===== src/rtl/sram_like_arbiter.sv =====
// sram_like_arbiter: merges NCH sram-like masters onto one sram-like slave port.
// Up to DEPTH outstanding requests are tracked in an in-order ID FIFO so that
// each slave data_ok is steered back to the channel that issued the request.
// Optional feature: define ARB_RR_EN for round-robin arbitration; without it
// the lowest-index requesting channel wins (fixed priority).
module sram_like_arbiter #(
    parameter int NCH    = 2,
    parameter int ADDR_W = 32,
    parameter int DATA_W = 32,
    parameter int DEPTH  = 4
) (
    input  logic                     clk,
    input  logic                     resetn,
    input  logic [NCH-1:0]           m_req,
    input  logic [NCH-1:0]           m_wr,
    input  logic [2*NCH-1:0]         m_size,
    input  logic [(DATA_W/8)*NCH-1:0] m_wstrb,
    input  logic [ADDR_W*NCH-1:0]    m_addr,
    input  logic [DATA_W*NCH-1:0]    m_wdata,
    output logic [NCH-1:0]           m_addr_ok,
    output logic [NCH-1:0]           m_data_ok,
    output logic [DATA_W-1:0]        m_rdata,
    output logic                     s_req,
    output logic                     s_wr,
    output logic [1:0]               s_size,
    output logic [DATA_W/8-1:0]      s_wstrb,
    output logic [ADDR_W-1:0]        s_addr,
    output logic [DATA_W-1:0]        s_wdata,
    input  logic                     s_addr_ok,
    input  logic                     s_data_ok,
    input  logic [DATA_W-1:0]        s_rdata
);

    localparam int SEL_W  = (NCH > 1) ? $clog2(NCH) : 1;
    localparam int PTR_W  = (DEPTH > 1) ? $clog2(DEPTH) : 1;
    localparam int CNT_W  = PTR_W + 1;
    localparam int STRB_W = DATA_W / 8;

    // Per-channel views of the flattened request buses
    logic [1:0]        ch_size  [NCH];
    logic [STRB_W-1:0] ch_wstrb [NCH];
    logic [ADDR_W-1:0] ch_addr  [NCH];
    logic [DATA_W-1:0] ch_wdata [NCH];

    genvar gi;
    generate
        for (gi = 0; gi < NCH; gi++) begin : g_unpack
            assign ch_size[gi]  = m_size[gi*2 +: 2];
            assign ch_wstrb[gi] = m_wstrb[gi*STRB_W +: STRB_W];
            assign ch_addr[gi]  = m_addr[gi*ADDR_W +: ADDR_W];
            assign ch_wdata[gi] = m_wdata[gi*DATA_W +: DATA_W];
        end
    endgenerate

    // ID FIFO: small enough that the head entry is read combinationally,
    // which the zero-cycle data_ok routing depends on.
    logic [SEL_W-1:0] id_mem [DEPTH];
    logic [PTR_W-1:0] head;
    logic [PTR_W-1:0] tail;
    logic [CNT_W-1:0] count;

    logic             lock;
    logic [SEL_W-1:0] lock_ch;
    logic [SEL_W-1:0] win;
    logic [SEL_W-1:0] sel;
    logic             not_full;
    logic             push;
    logic             pop;

`ifdef ARB_RR_EN
    logic [SEL_W-1:0] rr_ptr;

    // Round-robin winner: first requester at or after rr_ptr, wrapping upward
    always_comb begin
        logic found;
        int   c;
        win   = rr_ptr;
        found = 1'b0;
        c     = 0;
        for (int k = 0; k < NCH; k++) begin
            c = int'(rr_ptr) + k;
            if (c >= NCH) c = c - NCH;
            if (!found && m_req[c]) begin
                win   = SEL_W'(c);
                found = 1'b1;
            end
        end
    end

    // Pointer moves past the channel granted by the last handshake
    always_ff @(posedge clk or negedge resetn) begin
        if (!resetn)
            rr_ptr <= '0;
        else if (push)
            rr_ptr <= (int'(sel) == NCH - 1) ? '0 : sel + 1'b1;
    end
`else
    // Fixed priority winner: lowest-index requesting channel
    always_comb begin
        logic found;
        win   = '0;
        found = 1'b0;
        for (int i = 0; i < NCH; i++) begin
            if (!found && m_req[i]) begin
                win   = SEL_W'(i);
                found = 1'b1;
            end
        end
    end
`endif

    // A stalled request keeps its channel; reset forces channel 0 onto the bus
    assign sel      = !resetn ? '0 : (lock ? lock_ch : win);
    assign not_full = (count != CNT_W'(DEPTH));
    assign s_req    = m_req[sel] && not_full && resetn;
    assign push     = s_req && s_addr_ok;
    assign pop      = s_data_ok && (count != '0) && resetn;

    assign s_wr    = m_wr[sel];
    assign s_size  = ch_size[sel];
    assign s_wstrb = ch_wstrb[sel];
    assign s_addr  = ch_addr[sel];
    assign s_wdata = ch_wdata[sel];
    assign m_rdata = s_rdata;

    // One-hot accept and response strobes back to the masters
    always_comb begin
        m_addr_ok = '0;
        m_data_ok = '0;
        if (push) m_addr_ok[sel]        = 1'b1;
        if (pop)  m_data_ok[id_mem[head]] = 1'b1;
    end

    // Hold the selection while the slave has not yet accepted a request
    always_ff @(posedge clk or negedge resetn) begin
        if (!resetn) begin
            lock    <= 1'b0;
            lock_ch <= '0;
        end else if (push) begin
            lock    <= 1'b0;
        end else if (s_req) begin
            lock    <= 1'b1;
            lock_ch <= sel;
        end
    end

    // ID FIFO pointers and occupancy; pointers wrap naturally (DEPTH is 2^n)
    always_ff @(posedge clk or negedge resetn) begin
        if (!resetn) begin
            head  <= '0;
            tail  <= '0;
            count <= '0;
            for (int i = 0; i < DEPTH; i++) id_mem[i] <= '0;
        end else begin
            if (push) begin
                id_mem[tail] <= sel;
                tail         <= tail + 1'b1;
            end
            if (pop) head <= head + 1'b1;
            case ({push, pop})
                2'b10:   count <= count + 1'b1;
                2'b01:   count <= count - 1'b1;
                default: count <= count;
            endcase
        end
    end

endmodule


===== config.mk =====
export PLATFORM = sky130hd
export DESIGN_NAME = sram_like_arbiter
export DESIGN_NICKNAME = d
export VERILOG_FILES = /design/src/rtl/sram_like_arbiter.sv
export SDC_FILE = /design/constraint.sdc
export NUM_CORES = 1
export LEC_CHECK = 0
export BUFFER_PORTS_ARGS = -buffer_cell sky130_fd_sc_hd__buf_4
export CORE_AREA = 2 2 113 115
export DETAILED_ROUTE_END_ITERATION = 8
export DIE_AREA = 0 0 115 117
export PLACE_DENSITY_LB_ADDON = 0.08
export SYNTH_ARGS = -nofsm -noshare
export SYNTH_HDL_FRONTEND = slang
export SYNTH_SLANG_ARGS = --single-unit
export TNS_END_PERCENT = 50

===== constraint.sdc =====
create_clock -name clk -period 6.4 [get_ports clk]
set_clock_uncertainty 0.1 [all_clocks]
set_input_delay 1.28 -clock clk [delete_from_list [all_inputs] [get_ports clk]]
set_output_delay 1.28 -clock clk [all_outputs]
set_load 0.1 [all_outputs]

==> impl_metrics.py <==
metrics = {
    "run_status": {
        "status": "complete, no violations",
    },
    "synthesis": {
        "yosysWarnings": 0,
        "ys_seq_area_frac": 0.173,
        "yosys.area_share.adder": 0.0440,
        "synth_compound_area_frac": 0.0227,
        "synth_top_family_by_area": "multiplexers",
        "syn-cell-area_mm2": 0.00188,
        "synthXorXnorAreaFrac": 0.0280,
        "ys_ff_latch": 13,
        "synthSimpleGateAreaFrac": 0.0713,
        "syn_inst": 175,
        "synth_cell_types": 31,
        "avgSynthCellArea_um2": 10.7,
        "synth_area_leaders": "mux2_2 35%, dfrtp_1 17%, buf_4 14%, mux2_1 10%, ha_1 3.3%",
        "synthMuxAreaShare": 0.481,
        "synth.net_count": 361,
        "synth_largest_area_cell": "mux2_2",
        "synth_top_area_frac": 0.354,
    },
    "timing": {
        "fin_crit_ps": 4390,
        "fin_setup_tns_ps": 0,
        "final-max-slew-violation-count": 0,
        "relSlewSlack": 0.581,
        "hold_viol_final": 0,
        "rsz0062_at_grt": "false",
        "period_share": 0.686,
        "fmax_mhz": 228,
        "worst_hold_slack_ps": 380,
        "final-setup-viol-count": 0,
        "worst_pin_slew_ps": 629,
    },
    "global_routing": {
        "grt_use_total": 0.104,
        "grt-ovfl-total": 0,
        "grt_max_degree": 49,
        "grt_pass1_vias": 1889,
        "antenna_found_initial": 0,
        "grt_pass1_wl_mm": 10.8,
    },
    "clock_tree": {
        "ctsHoldBuffers": 0,
        "cts-root-buf": "clkbuf_16",
        "cts.path.max_buffers": 2,
        "clk_pin_slew_worst_paths_ps": 50,
        "cts_made_buffers": 3,
        "cts_setup_buffers": 0,
        "ctsResizeCount": 0,
        "cts_tree": "yes",
        "htree_levels": 1,
        "clock_latency_ps": 240,
        "cts.sinks": 13,
    },
    "critical_path": {
        "arrival_ps": 3010,
        "crit_type": "in -> out",
        "required_ps": 5020,
        "cpPeakStageDelay_ps": 500,
        "cp_num_buf_inv": 4,
        "cp-end-kind": "output pin",
        "startpoint_type": "input port",
        "worstPathMaxFanout": 48,
        "worst_path_max_delay_cell": "buf_4",
        "cp_cell_sequence": "buf_4 > inv_1 > a21oi_4 > buf_4 > mux2_2 > buf_4",
        "crit_top_cell": "buf_4",
        "crit_family": "buffers and inverters",
    },
    "die": {
        "die_area_mm2": 0.0135,
        "die_h_um": 117,
        "die-width_um": 115,
        "ios": 288,
        "placementRows": 41,
        "core_mm2": 0.0123,
        "start_util": 0.152,
    },
    "finish": {
        "drive_above_1_share": 0.813,
        "final_common_cell": "buf_4",
        "num_antenna_cells": 0,
        "fin_cells": 514,
        "stdcell_area_mm2": 0.00353,
        "finalNetCount": 551,
        "final_cell_mix": "225 x buf_4, 59 x mux2_2, 17 x mux2_1",
        "syn_to_final_growth_pct": 88.1,
        "utilization": 0.287,
    },
    "min_path": {
        "hold_path_class": "reg -> reg",
    },
    "routing": {
        "dr.pass1.iters": 4,
        "totalWireLength_mm": 8.40,
        "vias": 1998,
        "drc_errors": 0,
        "drt_iter0_drc": 24,
        "viasPerCell": 3.89,
        "drt.antenna.violating_nets": 0,
        "wire_per_inst_um": 16.3,
    },
    "placed_design": {
        "place_area_mm2": 0.00345,
        "dpl.hpwl_mm": 7.22,
        "gp_congestion": 0.697,
        "place_inst": 510,
        "port_buffers": 223,
    },
    "pwr": {
        "vdd.ir_drop.worst_mv": 0.236,
        "p_leak_nw": 1.75,
        "power_density_mw_per_mm2": 339,
    },
    "run": {
        "drv_cap": 0,
    },
}
[report_power, final]
group / internal [W] / switching [W] / leakage, nW
registers: 0.000119 / 0.0000329 / 0.162
clock network: 0.0000833 / 0.0000374 / 0.0409
logic: 0.000268 / 0.000655 / 1.55
total: 0.000470 / 0.000725 / 1.75
[cell usage after synthesis]
cell and instances:
xor2_1 2, mux2i_1 1, mux4_2 1, a21oi_1 1, a31oi_2 1, mux2_2 59, nor3b_1 1, buf_4 35
and2_1 1, and4b_4 1, fa_1 1, xnor2_1 4, buf_6 2, and2_2 1, a21oi_2 1, o311ai_1 1
o21a_1 1, and3_1 1, nand2_1 3, dfrtp_1 13, nand4_1 4, nand3b_1 1, inv_1 7, nor3_4 1
buf_2 2, buf_8 1, nor2_1 4, mux2_4 1, mux2_1 17, nand3_4 1, ha_1 5
[layer usage]
metal / track usage / wire [um] / vias up
li1: - / - / 969
met1: 0.130 / 3200 / 912
met2: 0.190 / 4410 / 112
met3: 0.0221 / 747 / 5
met4: 0.0153 / 42 / 0
met5: 0 / 0 / -
[cell type report]
cell class	count	area, um^2
flip-flops and latches	13	325
multi-input cells	115	1220
fillers	1331	8780
well taps	150	188
clock buffers	3	75.1
inverters	7	26.3
clock inverters	1	5.00
repair buffers	225	1690
[worst register-to-register path, stage by stage, from the launching register on]
cell and delay, ps:
dfrtp_1 400, nor3b_1 380, nor3_4 130, nand3_4 150, ha_1 200, inv_1 60
fa_1 370, xor2_1 160, nor2_1 120, xor2_1 160
[final timing paths]
kind                            slack, ps  depth (start not counted)    endpoint     from
worst max-delay path                 2010                          6  s_addr[16]   resetn
worst min-delay path                  380                          1     head[1]  head[1]
worst max register to register       4120                          9    count[2]  lock_ch
worst min register to register        380                          1     head[1]  head[1]
max in group asynchronous            5230                          1     head[1]   resetn
min in group asynchronous             790                          1     lock_ch   resetn
[registers in the layout, summed over array words and instances (netlist names)]
register	count
head	2
lock_ch	1
tail	2
id_mem	4
count	3
lock	1
[per-stage QoR]
step	worst slack [ps]	power (W)
after floorplan	1830	0.000965
after global placement	1980	0.00108
after detailed placement	1990	0.00108
after CTS	1980	0.00121
after global routing	1880	0.00125
final	2010	0.00120
[logic make-up after synthesis]
group	count (synthesis)
adder cells (fa/ha/maj)	6
flip-flops	13
AO/OA/AOI/OAI	5
AND/OR/NAND/NOR	19
buffers and inverters	47
multiplexers	79
XOR/XNOR	6
Power figures use the tool's default switching activity.
